### config.mk
export PLATFORM = sky130hd
export DESIGN_NAME = dc_line_fetch_scheduler
export DESIGN_NICKNAME = d
export VERILOG_FILES = /design/src/rtl/dc_line_fetch_scheduler.sv
export SDC_FILE = /design/constraint.sdc
export NUM_CORES = 1
export LEC_CHECK = 0
export CAP_MARGIN = 20
export CELL_PAD_IN_SITES_DETAIL_PLACEMENT = 1
export CELL_PAD_IN_SITES_GLOBAL_PLACEMENT = 2
export CORE_UTILIZATION = 34
export DETAILED_ROUTE_END_ITERATION = 12
export GPL_TIMING_DRIVEN = 0
export PLACE_DENSITY_LB_ADDON = 0.1
export SYNTH_ARGS = -nofsm -noshare
export SYNTH_HDL_FRONTEND = slang
export SYNTH_SLANG_ARGS = --single-unit
export TNS_END_PERCENT = 30
### constraint.sdc
create_clock -name clk -period 11.8 [get_ports clk]
set_input_delay 2.36 -clock clk [delete_from_list [all_inputs] [get_ports clk]]
set_output_delay 2.36 -clock clk [all_outputs]
set_load 0.05 [all_outputs]
### src/rtl/dc_line_fetch_scheduler.sv
// Line fetch scheduler for the display controller: prefetches source lines into the
// line ring, retires old lines and acknowledges IPU window requests. Optional macro DC_LFS_STALL_COUNTER_EN.
module dc_line_fetch_scheduler #(
  parameter int LINE_NUMBER_WIDTH = 12,
  parameter int AXI_ARADDR_WIDTH  = 32,
  parameter int BUFFER_NUM        = 5,
  parameter int WINDOW_LINES      = 4
) (
  input  logic                         clk,
  input  logic                         nrst,
  input  logic                         en,
  input  logic                         frame_start,
  input  logic [AXI_ARADDR_WIDTH-1:0]  cfg_frame_addr,
  input  logic [AXI_ARADDR_WIDTH-1:0]  cfg_line_stride,
  input  logic [LINE_NUMBER_WIDTH-1:0] cfg_image_height,
  input  logic                         tex_request_valid,
  output logic                         tex_request_ready,
  input  logic [LINE_NUMBER_WIDTH-1:0] tex_request_y,
  output logic                         fetch_valid,
  input  logic                         fetch_ready,
  output logic [LINE_NUMBER_WIDTH-1:0] fetch_line_number,
  output logic [AXI_ARADDR_WIDTH-1:0]  fetch_line_addr,
  input  logic                         fetch_done,
  output logic                         bu_next_line,
  output logic                         bu_flush,
  output logic                         frame_done,
  output logic                         busy,
  output logic                         seq_err,
  output logic [15:0]                  stall_cycles
);

  localparam int LW    = LINE_NUMBER_WIDTH;
  localparam int AW    = AXI_ARADDR_WIDTH;
  localparam int RES_W = $clog2(BUFFER_NUM + 1);
  localparam logic [LW-1:0]    WIN     = LW'(WINDOW_LINES);
  localparam logic [RES_W-1:0] RES_MAX = RES_W'(BUFFER_NUM);

  typedef enum logic [1:0] {IDLE, ACTIVE, FETCH_REQ, FETCH_WAIT} state_t;

  state_t           state, state_d;
  logic [LW-1:0]    base, base_d;
  logic [LW-1:0]    next_fetch, next_fetch_d;
  logic [LW-1:0]    height, height_d;
  logic [RES_W-1:0] resident, resident_d;
  logic [AW-1:0]    addr_q, addr_d;
  logic [AW-1:0]    stride, stride_d;
  logic             seq_err_d;

  logic [LW-1:0]    remaining;
  logic [LW-1:0]    need;
  logic             served;

  // Window is clamped at the bottom of the image so the last rows need fewer lines.
  always_comb begin
    remaining = height - tex_request_y;
    need      = (remaining > WIN) ? WIN : remaining;
    served    = (tex_request_y == base) && (LW'(resident) >= need);
  end

  always_ff @(posedge clk or negedge nrst) begin
    if (!nrst) begin
      state      <= IDLE;
      base       <= '0;
      next_fetch <= '0;
      height     <= '0;
      resident   <= '0;
      addr_q     <= '0;
      stride     <= '0;
      seq_err    <= 1'b0;
    end else begin
      state      <= state_d;
      base       <= base_d;
      next_fetch <= next_fetch_d;
      height     <= height_d;
      resident   <= resident_d;
      addr_q     <= addr_d;
      stride     <= stride_d;
      seq_err    <= seq_err_d;
    end
  end

  always_comb begin
    state_d           = state;
    base_d            = base;
    next_fetch_d      = next_fetch;
    height_d          = height;
    resident_d        = resident;
    addr_d            = addr_q;
    stride_d          = stride;
    seq_err_d         = seq_err;
    tex_request_ready = 1'b0;
    bu_next_line      = 1'b0;
    bu_flush          = 1'b0;
    frame_done        = 1'b0;
    if (en) begin
      unique case (state)
        IDLE: begin
          if (frame_start) begin
            state_d      = ACTIVE;
            base_d       = '0;
            next_fetch_d = '0;
            resident_d   = '0;
            addr_d       = cfg_frame_addr;
            stride_d     = cfg_line_stride;
            height_d     = cfg_image_height;
            seq_err_d    = 1'b0;
          end
        end
        ACTIVE: begin
          if (tex_request_valid && (tex_request_y < base)) begin
            tex_request_ready = 1'b1;
            seq_err_d         = 1'b1;
          end else if (tex_request_valid && (tex_request_y > base) && (resident != '0)) begin
            bu_next_line = 1'b1;
            base_d       = base + LW'(1);
            resident_d   = resident - RES_W'(1);
          end else if (tex_request_valid && served) begin
            tex_request_ready = 1'b1;
            if (tex_request_y == (height - LW'(1))) begin
              frame_done = 1'b1;
              bu_flush   = 1'b1;
              state_d    = IDLE;
            end
          end else if ((next_fetch < height) && (resident < RES_MAX)) begin
            state_d = FETCH_REQ;
          end
        end
        FETCH_REQ: begin
          if (fetch_ready) state_d = FETCH_WAIT;
        end
        FETCH_WAIT: begin
          if (fetch_done) begin
            resident_d   = resident + RES_W'(1);
            next_fetch_d = next_fetch + LW'(1);
            addr_d       = addr_q + stride;
            state_d      = ACTIVE;
          end
        end
        default: state_d = IDLE;
      endcase
    end
  end

  assign fetch_valid       = (state == FETCH_REQ);
  assign fetch_line_number = next_fetch;
  assign fetch_line_addr   = addr_q;
  assign busy              = (state != IDLE);

`ifdef DC_LFS_STALL_COUNTER_EN
  logic [15:0] stall_q;

  always_ff @(posedge clk or negedge nrst) begin
    if (!nrst) begin
      stall_q <= '0;
    end else if (en) begin
      if ((state == IDLE) && frame_start) begin
        stall_q <= '0;
      end else if (tex_request_valid && !tex_request_ready && (stall_q != 16'hFFFF)) begin
        stall_q <= stall_q + 16'd1;
      end
    end
  end

  assign stall_cycles = stall_q;
`else
  assign stall_cycles = '0;
`endif

endmodule

# Word level (Yosys, flattened, before mapping)
# Index checks and enable logic that the tools add are counted.
[word_totals]
ff_bits = 106
in_bits = 95
output_inout_bits = 67
wordCells = 95
[op_classes]
n_addsub = 7
n_lt_le_gt_ge = 6
eq_ne = 14
muxes = 42
n_reduce_logical = 18
[op_table]
columns = ["op", "count"]
rows = [
  ["32-bit 2-to-1 mux", 2],
  ["32-bit one-hot mux with 2 select lines", 1],
  ["12-bit 2-to-1 mux", 5],
  ["12-bit one-hot mux with 2 select lines", 2],
  ["32-bit adder", 1],
  ["12-bit by 1-bit adder with 12-bit output (second input constant)", 2],
  ["12-bit == test", 2],
  ["12-bit less-than comparator", 2],
  ["1-bit 2-to-1 mux", 17],
  ["2-bit 2-to-1 mux", 8],
  ["3-bit by 12-bit >= comparator with 1-bit output", 1],
  ["12-bit greater-than comparator", 1],
  ["12-bit by 3-bit greater-than comparator with 1-bit output (second input constant)", 1],
  ["3-bit 2-to-1 mux", 4],
  ["2-bit inequality test (second input constant)", 6],
  ["12-bit by 1-bit subtractor with 12-bit output (second input constant)", 1],
  ["12-bit subtractor", 1],
  ["3-bit one-hot mux with 3 select lines", 1],
  ["2-bit one-hot mux with 4 select lines", 1],
  ["4-bit AND reduction", 2],
  ["8-bit AND reduction", 1],
  ["1-bit logical AND", 6],
  ["3-bit inequality test (second input constant)", 2],
  ["6-bit AND reduction", 1],
  ["other kinds (12)", 16],
]

# Logic depth before layout (Yosys ltp)
# Gate-level depths: netlist of the first run.
[depth]
depth_word = 11
mapped_depth = 24
mapped_depth_nobuf = 24

# Worst setup path after synthesis of the first run
# Ideal clock, no wire load.
[synth_timing]
path_kind = "input port to output port"
start = "in tex_request_y[0]"
end = "out frame_done"
arrival_ns = 7.106
required_ns = 9.440
path_slack_ns = 2.334
cell_stages = 20
n_path_buf = 1
path_cell_list = "ha_1 inv_1 fa_1 a21o_1 a21oi_1 o21ai_0 a21oi_1 o21ai_0 a21oi_1 a21oi_1 or4_1 a211o_1 ha_1 a21oi_1 nor2b_1 o211ai_1 nor4_1 nand3_1 nor3_1 buf_4"
[synth_between]
elab_chain_cells = 11
elab_cells_between_ends = 19
classes_between = "add/sub (1); order compare (4); eq/ne (2); mux (7); reduce/logical (5)"
[synth_rtl]
columns = ["element", "line", "text"]
rows = [
  ["from (decl)", "18", "input logic [LINE_NUMBER_WIDTH-1:0] tex_request_y,"],
  ["12-bit subtractor", "55", "remaining = height - tex_request_y;"],
  ["12-bit by 3-bit greater-than comparator with 1-bit output", "56", "need = (remaining > WIN) ? WIN : remaining;"],
  ["12-bit 2-to-1 mux", "56", ""],
  ["3-bit by 12-bit >= comparator with 1-bit output", "57", "served = (tex_request_y == base) && (LW'(resident) >= need);"],
  ["1-bit logical AND", "57", ""],
  ["1-bit logical AND", "117", "end else if (tex_request_valid && served) begin"],
  ["1-bit 2-to-1 mux (2 in series)", "-", ""],
  ["1-bit 2-to-1 mux * (3 in series)", "-", ""],
  ["to (decl)", "26", "output logic frame_done,"],
]
# Every way passes the cells marked *; elsewhere a longest branch is shown, timed or not.

# Worst setup path in the final report of the first run
[layout_timing]
start = "in tex_request_y[1]"
end = "out frame_done"
[layout_between]
elab_chain_cells = 11
elab_cells_between_ends = 19
classes_between = "add/sub (1); order compare (4); eq/ne (2); mux (7); reduce/logical (5)"
[layout_rtl]
columns = ["element", "line", "text"]
rows = [
  ["12-bit subtractor", "55", ""],
  ["12-bit by 3-bit greater-than comparator with 1-bit output", "56", ""],
  ["12-bit 2-to-1 mux", "56", ""],
  ["3-bit by 12-bit >= comparator with 1-bit output", "57", ""],
  ["1-bit logical AND", "57", ""],
  ["1-bit logical AND", "117", ""],
  ["1-bit 2-to-1 mux", "117", ""],
  ["1-bit 2-to-1 mux", "113", "end else if (tex_request_valid && (tex_request_y > base) && (resident != '0)) begin"],
  ["1-bit 2-to-1 mux *", "110", "if (tex_request_valid && (tex_request_y < base)) begin"],
  ["1-bit 2-to-1 mux *", "96", "unique case (state)"],
  ["1-bit 2-to-1 mux *", "95", "if (en) begin"],
]
# Marks and branches as above.

==> results of run 1 <==
## power breakdown
group	internal, mW	switching, mW	total (mW)
logic	0.763	1.06	1.82
registers	0.521	0.157	0.678
clock network	0.154	0.155	0.309
## cell usage after synthesis, types with 4 or more instances
master,number,area share
a211o_1,5,0.0056
a211oi_1,5,0.0048
a21boi_0,4,0.0039
a21o_1,31,0.030
a21oi_1,49,0.032
a31oi_1,7,0.0056
and2_1,4,0.0032
and3_1,6,0.0048
buf_1,4,0.0019
buf_4,17,0.016
clkbuf_1,14,0.0068
dfrtp_1,106,0.34
ha_1,76,0.12
inv_1,60,0.029
mux2_2,45,0.065
mux2i_1,24,0.031
nand2_1,65,0.031
nand2b_1,4,0.0032
nand3_1,17,0.011
nand4_1,11,0.0089
nor2_1,54,0.026
nor2b_1,5,0.0040
nor3_1,15,0.0097
nor4_1,4,0.0032
o211ai_1,7,0.0068
o21a_1,15,0.014
o21ai_0,56,0.036
o22ai_1,4,0.0032
or3_1,8,0.0064
xnor2_1,33,0.037
xor2_1,21,0.024
## stage by stage
step           hold WS (ns)  cell area [um^2]
2_1_floorplan         0.484              7830
6_report              0.516              9950
3_5_place_dp          0.502              9660
5_1_grt               0.537              9950
3_3_place_gp          0.496              9630
4_1_cts               0.520              9950
## kinds of logic (layout without fill, tap and decap cells)
group,Yosys count,after routing,synth area share
AO/OA/AOI/OAI,221,221,0.192
AND/OR/NAND/NOR,206,206,0.125
flip-flops,106,106,0.341
buffers and inverters,96,258,0.0546
adder cells (fa/ha/maj),79,79,0.130
multiplexers,69,69,0.0961
XOR/XNOR,54,54,0.0608
other,1,16,0.000482
## layer usage
metal	vias up	wire length, um	GRT usage
li1	3298	-	-
met1	3232	10900	0.263
met2	111	11200	0.352
met3	16	729	0.0318
met4	2	243	0.0467
met5	-	17	0
## worst paths after layout
| kind | end | slack (ns) | depth (start not counted) |
|---|---|---|---|
| max | frame_done | 1.30 | 21 |
| min | stride[3] | 0.52 | 1 |
| max reg2reg | state[1] | 6.67 | 23 |
| min reg2reg | stride[3] | 0.52 | 1 |
| max in group asynchronous | base[5] | 9.20 | 2 |
| min in group asynchronous | fetch_line_number[9] | 1.88 | 1 |
## area by class of cell
type | count | area [um^2]
Inverter | 61 | 229
Buffer | 35 | 195
Clock buffer | 10 | 239
Timing Repair Buffer | 146 | 1480
Tap cell | 280 | 350
Clock inverter | 6 | 53.8
Multi-Input combinational cell | 645 | 4750
Sequential cell | 106 | 2650
Fill cell | 2560 | 12100
## sequential cells by signal, summed over array words and instances, names as in the netlist
register           flops
fetch_line_addr       32
state                  2
seq_err                1
height                12
fetch_line_number     12
base                  12
resident               3
stride                32
## critical path, cell delays in order
cell,delay [ns]
clkdlybuf4s50_1,0.61
inv_1,0.12
fa_1,0.47
a21o_1,0.18
a21oi_1,0.22
o21ai_0,0.11
a21oi_1,0.21
o21ai_0,0.12
a21oi_1,0.21
a21oi_1,0.09
or4_1,0.54
a211o_1,0.30
ha_1,0.28
a21oi_1,0.06
nor2b_1,0.12
o211ai_1,0.24
nor4_1,0.38
nand3_1,0.22
nor3_1,0.35
buf_4,0.17
clkdlybuf4s50_1,0.78
==> impl_metrics.py, run 1 <==
metrics = {
    "layout": {
        "final_cells": 1289,
        "synthToLayoutAreaGrowth_pct": 28.0,
        "antenna_cells": 0,
        "final_common_cell": "clkdlybuf4s50_1",
        "layout_common_cells": "clkdlybuf4s50_1 (144), dfrtp_1 (106), ha_1 (76)",
        "nNetsFinal": 1178,
        "drive_gt1_frac": 0.0902,
        "finish.utilization": 0.451,
    },
    "min_path": {
        "min_path_type": "register to register",
        "min_from": "stride[3]",
    },
    "sta": {
        "skew_ns": 0.00922,
        "finalSetupViolCount": 0,
        "max_freq_mhz": 95.3,
        "tightest_slew_ns": 0.825,
        "period_minus_slack_ns": 10.50,
        "grt_setup_unrepaired": "false",
        "fin_setup_tns_ns": 0,
        "hold_viol_final": 0,
        "slew_violations": 0,
        "min_period_over_period": 0.890,
        "slew-limit-headroom": 0.450,
        "layout_setup_ws_ns": 1.30,
    },
    "synthesis": {
        "synth-main-ff-cell": "dfrtp_1",
        "synthArstFlopShare": 1.00,
        "synth_cell_types": 65,
        "synth_edf_count": 0,
        "synth_warnings": 0,
        "synth_area_mm2": 0.00777,
        "synthCells": 832,
        "synth_seq_cells": 106,
        "postSynthAreaPerCell_um2": 9.34,
        "yosysSeqAreaShare": 0.341,
    },
    "grt": {
        "grt_first_pass_wirelength_mm": 37.3,
        "grt_antenna_before_repair": 3,
        "grtUsageTotal": 0.203,
        "grt_pass1_vias": 6913,
        "grt_max_degree": 77,
        "grt_overflow": 0,
    },
    "die": {
        "std_cell_rows": 54,
        "die_area_mm2": 0.0235,
        "dieWidth_um": 153,
        "core_mm2": 0.0221,
        "start_util": 0.352,
        "ios": 162,
        "die_h_um": 153,
    },
    "flow_run": {
        "maxCapViolCount": 0,
    },
    "setup_path": {
        "cp_max_fo": 4,
        "crit_type": "primary input to primary output",
        "arrival_ns": 8.14,
        "crit_path_start": "tex_request_y[1]",
        "cp-end-kind": "primary output",
        "rr_startpoint": "height[0]",
        "critical_path_required_ns": 9.44,
        "critPathLaunchType": "primary input",
    },
    "clocking": {
        "hold_buffers": 0,
        "post_cts.repair.setup_buffers": 0,
        "cts_buffer_depth": 2,
        "tritoncts": "yes",
        "cts_resized": 0,
        "clk_latency_ns": 0.36,
        "htree_levels": 3,
        "clock_sinks": 106,
        "cts_made_buffers": 9,
        "cts_root_buf": "clkbuf_16",
        "clkSlewWorstSetupHoldPaths_ns": 0.08,
    },
    "placed_design": {
        "dp_slack_ns": 1.33,
        "io_buffers": 145,
        "place_inst": 1273,
        "hpwl_mm": 18.2,
        "gp_congestion": 0.837,
    },
    "power_and_ir_drop": {
        "p_leak_nw": 4.53,
        "ir_worst_vdd_uv": 123,
        "powerDensity_mw_per_mm2": 282,
        "finalPower_mw": 2.81,
    },
    "outcome": {
        "status": "finished clean",
    },
    "drt": {
        "ant_nets": 0,
        "drt_iter0_drc": 248,
        "vias": 6659,
        "drt-vias-per-instance": 5.17,
        "drc_errors": 0,
        "dr.pass1.iters": 4,
        "wl_mm": 23.1,
        "wl_per_cell_um": 17.9,
    },
}
(Power assumes the default switching activity.)
==> inputs of run 2 (changes only) <==
--- a/config.mk
+++ b/config.mk
@@ -10,3 +10,3 @@
 export CELL_PAD_IN_SITES_GLOBAL_PLACEMENT = 2
-export CORE_UTILIZATION = 34
+export CORE_UTILIZATION = 32
 export DETAILED_ROUTE_END_ITERATION = 12
==> constraint.sdc (replaced) <==
create_clock -name clk -period 10.15 [get_ports clk]
set_input_delay 1.015 -clock clk [delete_from_list [all_inputs] [get_ports clk]]
set_output_delay 1.015 -clock clk [all_outputs]
set_load 0.05 [all_outputs]
==> run 2 against run 1 <==
  * Utilization is 2.8 points lower
  * Final area is 0.49% higher
  * Sequential power is 17% higher
  * Hold slack worse by 0.0031 ns
  * First-iteration DRC count is 20% lower
  * Highest routed layer unchanged
==> impl_metrics.py, run 2 (same netlist as run 1, synthesis figures left out) <==
metrics = {
    "outcome": {
        "status": "finished clean",
    },
    "layout": {
        "synthToLayoutAreaGrowth_pct": 28.7,
        "layout_common_cells": "clkdlybuf4s50_1 (144), dfrtp_1 (106), ha_1 (76)",
        "drive_gt1_frac": 0.0902,
        "antenna_cells": 0,
        "nNetsFinal": 1178,
        "fillers": 2803,
        "final_common_cell": "clkdlybuf4s50_1",
    },
    "die": {
        "ios": 162,
        "dieWidth_um": 158,
        "die_area_mm2": 0.0249,
        "std_cell_rows": 56,
        "start_util": 0.328,
        "die_h_um": 158,
        "core_mm2": 0.0237,
    },
    "setup_path": {
        "path_buf_inv": 4,
        "r2r_slack_ns": 4.90,
        "critPathLaunchType": "primary input",
        "r2r_cells": 23,
        "path_cells": "clkdlybuf4s50_1 > ha_1 > inv_1 > fa_1 > a21o_1 > a21oi_1 > o21ai_0 > a21oi_1 > o21ai_0 > a21oi_1 > a21oi_1 > or4_1 > a211o_1 > ha_1 > a21oi_1 > nor2b_1 > o211ai_1 > nor4_1 > nand3_1 > nor3_1 > buf_4 > clkdlybuf4s50_1",
        "crit_top_cell": "a21oi_1",
        "cp_max_fo": 4,
        "crit_type": "primary input to primary output",
        "arrival_ns": 6.91,
        "path_delay_family": "compound AO/OA/AOI/OAI gates",
        "r2r-end": "state[1]",
        "critical_path_required_ns": 9.14,
        "rr_startpoint": "height[0]",
        "cp.depth": 22,
        "slowest_delay_ns": 0.79,
        "cp-end-kind": "primary output",
        "slowest_stage": "clkdlybuf4s50_1",
    },
    "min_path": {
        "min_path_type": "primary input to async pin",
    },
    "sta": {
        "hold_viol_final": 0,
        "fin_setup_tns_ns": 0,
        "tightest_slew_ns": 0.880,
        "min_period_over_period": 0.780,
        "period_minus_slack_ns": 7.92,
        "slew_violations": 0,
        "finalSetupViolCount": 0,
        "slew-limit-headroom": 0.414,
        "skew_ns": 0.0127,
        "hold_slack_ns": 0.513,
        "max_freq_mhz": 126,
        "grt_setup_unrepaired": "false",
    },
    "drt": {
        "ant_nets": 0,
        "drt-vias-per-instance": 4.97,
        "wl_mm": 23.5,
        "dr.pass1.iters": 4,
        "vias": 6601,
        "drt_iter0_drc": 198,
        "drc_errors": 0,
        "wl_per_cell_um": 17.7,
    },
    "placed_design": {
        "gp_congestion": 0.796,
        "io_buffers": 145,
        "hpwl_mm": 18.6,
    },
    "clocking": {
        "cts_resized": 0,
        "hold_buffers": 0,
        "clk_latency_ns": 0.36,
        "post_cts.repair.setup_buffers": 0,
        "cts_buffer_depth": 2,
        "tritoncts": "yes",
        "clkSlewWorstSetupHoldPaths_ns": 0.08,
        "cts_root_buf": "clkbuf_16",
        "clock_sinks": 106,
        "cts_made_buffers": 9,
        "htree_levels": 3,
    },
    "grt": {
        "grt_overflow": 0,
        "grt_pass1_vias": 6748,
        "grt_first_pass_wirelength_mm": 37.2,
        "grt_max_degree": 82,
        "grtUsageTotal": 0.196,
        "grt_antenna_before_repair": 4,
    },
    "power_and_ir_drop": {
        "powerDensity_mw_per_mm2": 328,
        "p_leak_nw": 4.53,
        "ir_worst_vdd_uv": 151,
    },
    "flow_run": {
        "maxCapViolCount": 0,
    },
}
run 2: cell counts in the layout (fill, tap and decap cells not counted):
Identical to the previous run, type by type.
run 2: metrics by stage:
stage	worst slack (ns)	util	total power, mW	cells	area, um^2
after floorplan	3.37	-	2.33	847	7830
after global placement	2.28	0.409	2.92	1311	9680
after detailed placement	2.21	0.410	2.93	1312	9710
after CTS	2.19	0.422	3.32	1328	10000
after global routing	1.78	0.422	3.56	1328	10000
final	2.23	0.422	3.28	1328	10000
run 2: area by class of cell:
cell class	count	area, um^2	area share
multi-input combinational	645	4750	0.475
sequential	106	2650	0.265
timing repair buffer	146	1480	0.148
tap	319	399	0.0399
clock buffer	10	239	0.0239
inverter	61	229	0.0229
buffer	35	195	0.0195
clock inverter	6	53.8	0.00538
run 2: power breakdown:
group	switching (mW)	internal [mW]	total, mW
Sequential	0.188	0.606	0.794
Clock	0.186	0.179	0.366
Combinational	1.23	0.888	2.12
Total	1.61	1.67	3.28
run 2: worst register-to-register path: cells and delay by family, from the launching register on:
kind | cells | cell delay, ns
AO/OA/AOI/OAI | 11 | 2.32
adder cells (fa/ha/maj) | 3 | 0.84
buffers and inverters | 2 | 0.17
flip-flops | 1 | 0.45
multiplexers | 1 | 0.21
AND/OR/NAND/NOR | 6 | 1.19
run 2: layer usage:
metal,up-vias,GRT usage,share of wire
met5,-,0,0.0016
li1,3305,-,-
met3,23,0.0339,0.036
met4,6,0.0430,0.011
met1,3160,0.259,0.47
met2,107,0.333,0.48
run 2: worst max-delay path by stage:
| stage | slack (ns) | to | start |
|---|---|---|---|
| after floorplan | 3.37 | frame_done | tex_request_y[0] |
| after global placement | 2.28 | frame_done | tex_request_y[0] |
| after detailed placement | 2.21 | frame_done | tex_request_y[1] |
| after CTS | 2.19 | frame_done | tex_request_y[1] |
| after global routing | 1.78 | frame_done | tex_request_y[1] |
| final | 2.23 | frame_done | tex_request_y[0] |
